--- src/rtl/ksa_pkg.sv ---
// Shared constants and state type for the multi-word Kogge-Stone adder front-end.
package ksa_pkg;

   localparam int KSA_WIDTH     = 32;
   localparam int KSA_WORDS_MAX = 8;

   // IDLE: the next accepted word opens an operation; CHAIN: carry is chained from carry_q.
   typedef enum logic {
      IDLE  = 1'b0,
      CHAIN = 1'b1
   } ksa_mw_state_t;

endpackage

--- src/rtl/kogge_stone_adder.sv ---
// Parallel-prefix (Kogge-Stone) adder with carry-in; purely combinational.
module kogge_stone_adder
   import ksa_pkg::*;
#(
   parameter int WIDTH = KSA_WIDTH
) (
   input  logic [WIDTH-1:0] A,
   input  logic [WIDTH-1:0] B,
   input  logic             cin,
   output logic [WIDTH-1:0] sum,
   output logic             cout
);

   localparam int LEVELS = $clog2(WIDTH);

   // Level 0 holds bitwise generate/propagate; level k spans 2^k bits.
   logic [LEVELS:0][WIDTH-1:0] gl;
   logic [LEVELS:0][WIDTH-1:0] pl;

   // Prefix tree: cin is folded into bit 0 so gl[LEVELS][i] is the carry out of bit i.
   always_comb begin
      gl = '0;
      pl = '0;
      gl[0]    = A & B;
      pl[0]    = A ^ B;
      gl[0][0] = (A[0] & B[0]) | ((A[0] ^ B[0]) & cin);
      for (int lvl = 1; lvl <= LEVELS; lvl++) begin
         gl[lvl] = gl[lvl-1];
         pl[lvl] = pl[lvl-1];
         for (int i = (1 << (lvl - 1)); i < WIDTH; i++) begin
            gl[lvl][i] = gl[lvl-1][i] | (pl[lvl-1][i] & gl[lvl-1][i-(1 << (lvl - 1))]);
            pl[lvl][i] = pl[lvl-1][i] & pl[lvl-1][i-(1 << (lvl - 1))];
         end
      end
   end

   // Sum bits: propagate XOR incoming carry; bit 0 sees cin directly.
   always_comb begin
      sum    = '0;
      sum[0] = pl[0][0] ^ cin;
      for (int i = 1; i < WIDTH; i++) begin
         sum[i] = pl[0][i] ^ gl[LEVELS][i-1];
      end
      cout = gl[LEVELS][WIDTH-1];
   end

endmodule

--- src/rtl/ksa_multiword_adder.sv ---
// Streaming multi-word adder: one word per cycle, LS word first, carry chained
// through carry_q. One output register stage; in_ready = !out_valid || out_ready.
// Handshake: a transfer happens on a rising edge where valid && ready; a pending
// output word holds all its fields until it is taken.
module ksa_multiword_adder
   import ksa_pkg::*;
#(
   parameter int WIDTH     = KSA_WIDTH,
   parameter int WORDS_MAX = KSA_WORDS_MAX
) (
   input  logic             clk,
   input  logic             rst,
   input  logic             in_valid,
   output logic             in_ready,
   input  logic [WIDTH-1:0] in_a,
   input  logic [WIDTH-1:0] in_b,
   input  logic             in_cin,
   input  logic             in_last,
   output logic             out_valid,
   input  logic             out_ready,
   output logic [WIDTH-1:0] out_sum,
   output logic             out_last,
   output logic             out_cout,
   output logic             out_err,
   output logic             busy
);

   localparam int CNT_W = $clog2(WORDS_MAX);

   ksa_mw_state_t    state_q, state_d;
   logic [CNT_W-1:0] idx_q, idx_d;
   logic             carry_q, carry_d;
   logic             valid_q, valid_d;
   logic [WIDTH-1:0] sum_q, sum_d;
   logic             last_q, last_d;
   logic             cout_q, cout_d;
   logic             err_q, err_d;

   logic             accept;
   logic             at_max;
   logic             add_cin;
   logic [WIDTH-1:0] add_sum;
   logic             add_cout;

   assign in_ready = !valid_q || out_ready;
   assign accept   = in_valid && in_ready;
   assign at_max   = (idx_q == CNT_W'(WORDS_MAX - 1));
   assign add_cin  = (state_q == IDLE) ? in_cin : carry_q;

   kogge_stone_adder #(.WIDTH(WIDTH)) u_adder (
      .A    (in_a),
      .B    (in_b),
      .cin  (add_cin),
      .sum  (add_sum),
      .cout (add_cout)
   );

   // Next-state, counter and output-register update on accept or drain.
   always_comb begin
      state_d = state_q;
      idx_d   = idx_q;
      carry_d = carry_q;
      valid_d = valid_q;
      sum_d   = sum_q;
      last_d  = last_q;
      cout_d  = cout_q;
      err_d   = err_q;
      if (accept) begin
         valid_d = 1'b1;
         sum_d   = add_sum;
         carry_d = add_cout;
         last_d  = in_last || at_max;
         cout_d  = (in_last || at_max) ? add_cout : 1'b0;
         err_d   = at_max && !in_last;
         if (in_last || at_max) begin
            state_d = IDLE;
            idx_d   = '0;
         end else begin
            state_d = CHAIN;
            idx_d   = idx_q + CNT_W'(1);
         end
      end else if (out_ready) begin
         valid_d = 1'b0;
      end
   end

   // State and output registers; reset discards any partial operation.
   always_ff @(posedge clk) begin
      if (rst) begin
         state_q <= IDLE;
         idx_q   <= '0;
         carry_q <= 1'b0;
         valid_q <= 1'b0;
         sum_q   <= '0;
         last_q  <= 1'b0;
         cout_q  <= 1'b0;
         err_q   <= 1'b0;
      end else begin
         state_q <= state_d;
         idx_q   <= idx_d;
         carry_q <= carry_d;
         valid_q <= valid_d;
         sum_q   <= sum_d;
         last_q  <= last_d;
         cout_q  <= cout_d;
         err_q   <= err_d;
      end
   end

   assign out_valid = valid_q;
   assign out_sum   = sum_q;
   assign out_last  = last_q;
   assign out_cout  = cout_q;
   assign out_err   = err_q;
   assign busy      = (state_q == CHAIN);

endmodule

--- config.mk ---
export PLATFORM = sky130hd
export DESIGN_NAME = ksa_multiword_adder
export DESIGN_NICKNAME = d
export VERILOG_FILES = /design/src/rtl/ksa_pkg.sv /design/src/rtl/kogge_stone_adder.sv /design/src/rtl/ksa_multiword_adder.sv
export SDC_FILE = /design/constraint.sdc
export NUM_CORES = 1
export LEC_CHECK = 0
export CAP_MARGIN = 20
export CORE_MARGIN = 3
export CORE_UTILIZATION = 47
export DETAILED_ROUTE_END_ITERATION = 8
export PLACE_DENSITY = 0.81
export SYNTH_ARGS = -nofsm -noshare
export SYNTH_HDL_FRONTEND = slang
export SYNTH_SLANG_ARGS = --single-unit
--- constraint.sdc ---
create_clock -name clk -period 3.8 [get_ports clk]
set_input_delay 0.76 -clock clk [delete_from_list [all_inputs] [get_ports clk]]
set_output_delay 0.76 -clock clk [all_outputs]
set_load 0.01 [all_outputs]
# Yosys cells after proc, flatten, opt, wreduce, memory -nomap -nowiden

Cells that the tools add are included.

Bitwise logic cells: 394
Equality and inequality tests: 1
Reductions and logical operators: 7
Add/subtract/negate cells: 1
Mux-type cells: 6

Operators by type and width:

| cell                                        | number |
|---|---|
| AND 1 bit                                   | 229 |
| bitwise OR 1 bit                            | 130 |
| XOR 1 bit                                   | 33 |
| AND 32 bit                                  | 1 |
| XOR 32 bit                                  | 1 |
| 2-to-1 mux 1 bit                            | 5 |
| adder 3 x 1 -> 3 bit, second input constant | 1 |
| equality test 3 bit, second input constant  | 1 |
| 2-to-1 mux 3 bit                            | 1 |
| logical AND 1 bit                           | 2 |
| logical NOT 1 bit                           | 2 |
| logical OR 1 bit                            | 2 |
| nonzero test 2 bit                          | 1 |

Output and inout bits: 38
Register bits after elaboration: 41

# Depth between registers and ports, before layout

Word-level depth: 14
Mapped depth: 11
Mapped depth without buffers: 11

# Cells and area by module

A second synthesis with hierarchy kept.

Cells, all modules: 412
Area total of the unflattened synthesis: 3337.0 µm²

By module, submodules not included:

| module              | area each (µm²) | cells each | sequential area each (µm²) | instances |
|---|---|---|---|---|
| ksa_multiword_adder | 1704.1          | 190        | 820.8                      | 1 |
| kogge_stone_adder   | 1632.8          | 222        | 0.0                        | 1 |

# Least setup slack after synthesis

OpenSTA, ideal clock, no wires.

Path kind: input -> register
From: input in_cin
To: register cout_q (netlist: out_cout)
Stages: 11
Path buffers: 0
Arrival time: 3.021 ns
Path slack: 0.638 ns
Data required time: 3.659 ns
Cell sequence: mux2_2 fa_1 fa_1 a21oi_1 nor3b_2 o21ai_1 a21oi_2 o21ai_4 a21oi_2 o2111ai_1 a2111oi_2

Cells in the longest elaborated chain, start to end: 14

RTL lines:

| item                 | line                       | RTL |
|---|---|---|
| start, declared      | ksa_multiword_adder.sv:17  | `input logic in_cin,` |
| 2-to-1 mux 1 bit     | ksa_multiword_adder.sv:48  | `assign add_cin = (state_q == IDLE) ? in_cin : carry_q;` |
| AND 1 bit            | kogge_stone_adder.sv:26    | `gl[0][0] = (A[0] & B[0]) \| ((A[0] ^ B[0]) & cin);` |
| bitwise OR 1 bit     | kogge_stone_adder.sv:26    |  |
| AND 1 bit            | kogge_stone_adder.sv:31    | `gl[lvl][i] = gl[lvl-1][i] \| (pl[lvl-1][i] & gl[lvl-1][i-(1 << (lvl - 1))]);` |
| bitwise OR 1 bit     | kogge_stone_adder.sv:31    |  |
| AND 1 bit            | kogge_stone_adder.sv:31    |  |
| bitwise OR 1 bit     | kogge_stone_adder.sv:31    |  |
| AND 1 bit            | kogge_stone_adder.sv:31    |  |
| bitwise OR 1 bit     | kogge_stone_adder.sv:31    |  |
| AND 1 bit            | kogge_stone_adder.sv:31    |  |
| bitwise OR 1 bit     | kogge_stone_adder.sv:31    |  |
| AND 1 bit            | kogge_stone_adder.sv:31    |  |
| bitwise OR 1 bit     | kogge_stone_adder.sv:31    |  |
| 2-to-1 mux 1 bit     | ksa_multiword_adder.sv:73  | `cout_d = (in_last \|\| at_max) ? add_cout : 1'b0;` |
| end signal, assigned | ksa_multiword_adder.sv:105 | `cout_q <= cout_d;` |
| end, declared        | ksa_multiword_adder.sv:36  | `logic cout_q, cout_d;` |

No other way between the ends.
A chain may end at the register's enable or synchronous reset.

# Final worst setup path

Same ends and word-level chain as after synthesis.

==> summary by stage <==
Floorplan
The area of the core is ~0.0066 mm². In this run the core area contains 29 standard-cell rows. Measured along the x axis, the die boundary spans between 80 and 90 µm. In this run the vertical extent of the chip is approximately 90 µm. The overall die area is slightly above 0.008 mm².

The number of primary I/O pins is approximately 110. The initial utilization of the core area, before any placement, comes to 0.502.

STA
The total count of hold-check failures in the final report is 0. Timing would allow up to about 280 MHz. The clock period minus final worst setup slack is 3.52 ns.

The share of the cycle needed by the critical path after routing is 0.925. Measured against its own limit, the worst slew margin works out to 0.575. Setup violations remaining at the end of the flow were counted as 0. Setup repair after global routing left no endpoint under its margin. For the pin with the worst max-slew slack, the measured transition is approximately 0.64 ns. The count of final max-slew check failures is 0.

The worst setup margin is 0.285 ns. The worst clock skew is about 0.0077 ns.

Drt
The remaining design rule violation count is 0. The routed design has 9390 µm of wire. After detailed routing, the average wire length per cell comes to 15.1 µm. The count of antenna-violating nets left after detailed routing is 0. The starting DRC count in detailed routing is roughly 200. After detailed routing, the number of vias per cell comes to about 5.7. The via count is approximately 3500. The first detailed-routing pass took 5 iterations.

Logic synthesis
After synthesis the netlist holds a flip-flop and latch count of 41. Each instance of the synthesized netlist takes up on average 7.72 µm². The number of warning messages in the yosys log is 0. The net count after synthesis is around 530. The number of library cell types mapped by synthesis is a little under 60.

For this run, the leading register cell type out of synthesis is sky130_fd_sc_hd__dfxtp_1. The proportion of synthesized flip-flops having asynchronous set or reset is 0. sky130_fd_sc_hd__dfxtp_1 takes more of the synthesized area than any other cell. The share of Yosys cell area claimed by the top area cell type is 0.248. Yosys attributes the largest share of cell area to sky130_fd_sc_hd__dfxtp_1 25%, sky130_fd_sc_hd__ha_1 12%, sky130_fd_sc_hd__a21oi_1 8.2%, sky130_fd_sc_hd__nand2_1 6.6%, sky130_fd_sc_hd__o21ai_0 3.2%. The post-synthesis cell count is about 430. The mapped cell area is 0.00331 mm².

The share of the Yosys chip area taken by registers is 0.248. The number of flops mapped to enable cells by yosys is 0.

Final layout
In the layout the commonest cells are 107 x sky130_fd_sc_hd__clkdlybuf4s50_1, 58 x sky130_fd_sc_hd__nand2_1, 54 x sky130_fd_sc_hd__a21oi_1. The signed area change from the synthesized netlist to the final layout is 36.3%. At the end of the flow, the number of nets in the layout was 634. Of the cells placed in the final design, the portion with a size suffix greater than 1 is 0.0679. At the end of the flow the core is filled with cells to 0.684. The number of inserted filler cells in the final layout is between 500 and 600. The most common library cell in the layout ignoring fill and taps is sky130_fd_sc_hd__clkdlybuf4s50_1. The flip-flop and latch area is 821 µm². 0 antenna diodes ended up in the layout. The multi-input gate area in the final layout is 0.00234 mm².

Clocking
The insertion delay to the later sink of the worst-skew pair is 0.29 ns. The number of setup buffers added after CTS is 0. The number of hold buffers added after CTS is 0.

The tree is rooted in a sky130_fd_sc_hd__clkbuf_8. Post-CTS repair changed the size of 0 cells. TritonCTS built the clock tree. After clock tree synthesis, the clock-pin slew on the worst setup and hold paths is about 0.07 ns. The TritonCTS sink count is 41. The H-tree generated during clock tree synthesis spans 2 levels. Counting along the longest clock path gives a buffer depth of 2. Buffers inserted during clock tree synthesis total 5.

Power
Dividing total power by cell area gives a power density of 296 mW/mm². The leakage power summed over all cells is 1.79 nW. VDD sags by at most about 0.16 mV.

Critical path
The critical-path maximum fanout is 7. The kind of launch point of the worst setup path is an input port. The critical path runs through a total of 12 cells. The cell with the biggest individual delay on the critical path is sky130_fd_sc_hd__fa_1. The startpoint identified for the worst register-to-register timing path is busy$_SDFFE_PP0P_.

At the worst endpoint, the required time is between 3 and 4 ns. The number of buffer and inverter instances along the worst setup path is 1. The worst register-to-register path ends at out_cout$_SDFFE_PP0P_.

The worst setup path is of the in2reg kind. The family with the most delay on the worst path is compound AO/OA/AOI/OAI gates. The worst register-to-register path has a depth of 11.

The worst reg-to-reg setup slack is around 0.71 ns. The critical path goes through clkdlybuf4s50_1 -> mux2_2 -> fa_1 -> fa_1 -> a21oi_1 -> nor3b_2 -> o21ai_1 -> a21oi_2 -> o21ai_4 -> a21oi_2 -> o2111ai_1 -> a2111oi_2. The largest single stage delay on the critical path is about 0.42 ns. At the worst endpoint, the arrival time is 3.67 ns.

The endpoint kind of the worst setup timing path is a register.

Job
The number of max-capacitance violations reported is 0.

Global route
The first global-routing pass estimated roughly 15000 µm of wire. The via count of the first global-routing pass is 3277. The initial antenna violation count came to 0. Entering global routing, the biggest net connects 24 pins. Across every metal layer, demand over resource in global routing totals 0.225.

The residual overflow from global routing is 0.

Status
The flow ran to the end, and the final reports show no timing, DRC or antenna violations.

Worst hold path
The startpoint of the most critical hold path is out_err$_SDFFE_PP0P_. The worst hold path stage count is 2. For hold timing, the worst endpoint is out_err$_SDFFE_PP0P_. The worst hold-check path type is reg2reg.

Place
Before CTS, the worst setup slack after placement is -0.00827 ns. After legalization and detailed placement, the total HPWL measured about 7500 µm. The number of input and output port buffers inserted is 107. Routability-driven placement finished with a final weighted congestion of 0.935.
[worst reg2reg max path: cells and delay by family (launching register included)]
family | cells | cell delay (ns)
AO/OA/AOI/OAI | 7 | 1.32
adder cells (fa/ha/maj) | 2 | 0.83
flip-flops | 1 | 0.36
multiplexers | 1 | 0.36
AND/OR/NAND/NOR | 1 | 0.09
[where the power goes]
| group | internal [W] | switching [W] | leakage, nW | total [W] |
|---|---|---|---|---|
| Clock | 0.000131 | 0.000143 | 0.0395 | 0.000273 |
| Sequential | 0.000470 | 0.0000249 | 0.338 | 0.000495 |
| Combinational | 0.000280 | 0.000287 | 1.41 | 0.000567 |
| Total | 0.000881 | 0.000455 | 1.79 | 0.00134 |
[worst max-delay path by stage]
stage | startpoint | endpoint | slack, ns
detailed placement | in_cin | out_cout$_SDFFE_PP0P_ | -0.008
global placement | in_cin | out_cout$_SDFFE_PP0P_ | 0.06
floorplan | in_cin | out_cout$_SDFFE_PP0P_ | 0.64
CTS | in_cin | out_cout$_SDFFE_PP0P_ | 0.30
global route | in_cin | out_cout$_SDFFE_PP0P_ | 0.11
finish | in_cin | out_cout$_SDFFE_PP0P_ | 0.28
[through the flow]
step / hold WS [ns] / std cells / cell area, µm² / total power (W) / setup TNS [ns]
after floorplan: 0.436 / 429 / 3310 / 0.000836 / 0
after global placement: 0.442 / 615 / 4440 / 0.00106 / 0
after detailed placement: 0.449 / 615 / 4440 / 0.00106 / -0.0125
after CTS: 0.459 / 623 / 4520 / 0.00134 / 0
after global routing: 0.482 / 623 / 4520 / 0.00142 / 0
final: 0.456 / 623 / 4520 / 0.00134 / 0
[registers in the layout, indices dropped and copies added, names as in the netlist]
| signal | cells |
|---|---|
| idx_q | 3 |
| busy | 1 |
| out_cout | 1 |
| carry_q | 1 |
| out_sum | 32 |
| out_last | 1 |
| out_valid | 1 |
| out_err | 1 |
[Yosys cell counts (all sizes together) (3+ instances only)]
master / count
o21ai: 28
buf: 4
ha: 33
and3: 4
a21oi: 57
nand3: 17
or4: 3
o211ai: 7
a211oi: 10
a21o: 8
a31oi: 6
xnor2: 10
nor3: 10
o21bai: 7
o31ai: 4
xor2: 5
dfxtp: 41
nor2b: 3
nand4: 7
o21a: 9
and2: 6
or3: 8
nor2: 25
clkbuf: 16
nand2: 59
nand3b: 5
nand2b: 4
inv: 12
[final cells by class]
cell class	count	share of cell area
Multi-Input combinational cell	356	0.518
Timing Repair Buffer	113	0.247
Sequential cell	41	0.182
Tap cell	93	0.0258
Clock buffer	8	0.0177
Inverter	12	0.00998
[cell families (layout without fill, tap and decap cells)]
group | count (synthesis) | after routing | share of synthesized area
AND/OR/NAND/NOR | 158 | 158 | 0.235
adder cells (fa/ha/maj) | 35 | 35 | 0.137
multiplexers | 3 | 3 | 0.00944
XOR/XNOR | 15 | 15 | 0.0397
flip-flops | 41 | 41 | 0.248
AO/OA/AOI/OAI | 145 | 145 | 0.285
buffers and inverters | 32 | 133 | 0.0465
[metal layers]
layer / GRT usage / routed length, µm / vias up
li1: - / - / 1775
met1: 0.294 / 4180 / 1628
met2: 0.383 / 4570 / 120
met3: 0.0501 / 564 / 10
met4: 0.0485 / 78 / 0
met5: 0 / 0 / -
Power figures use the tool's default switching activity.
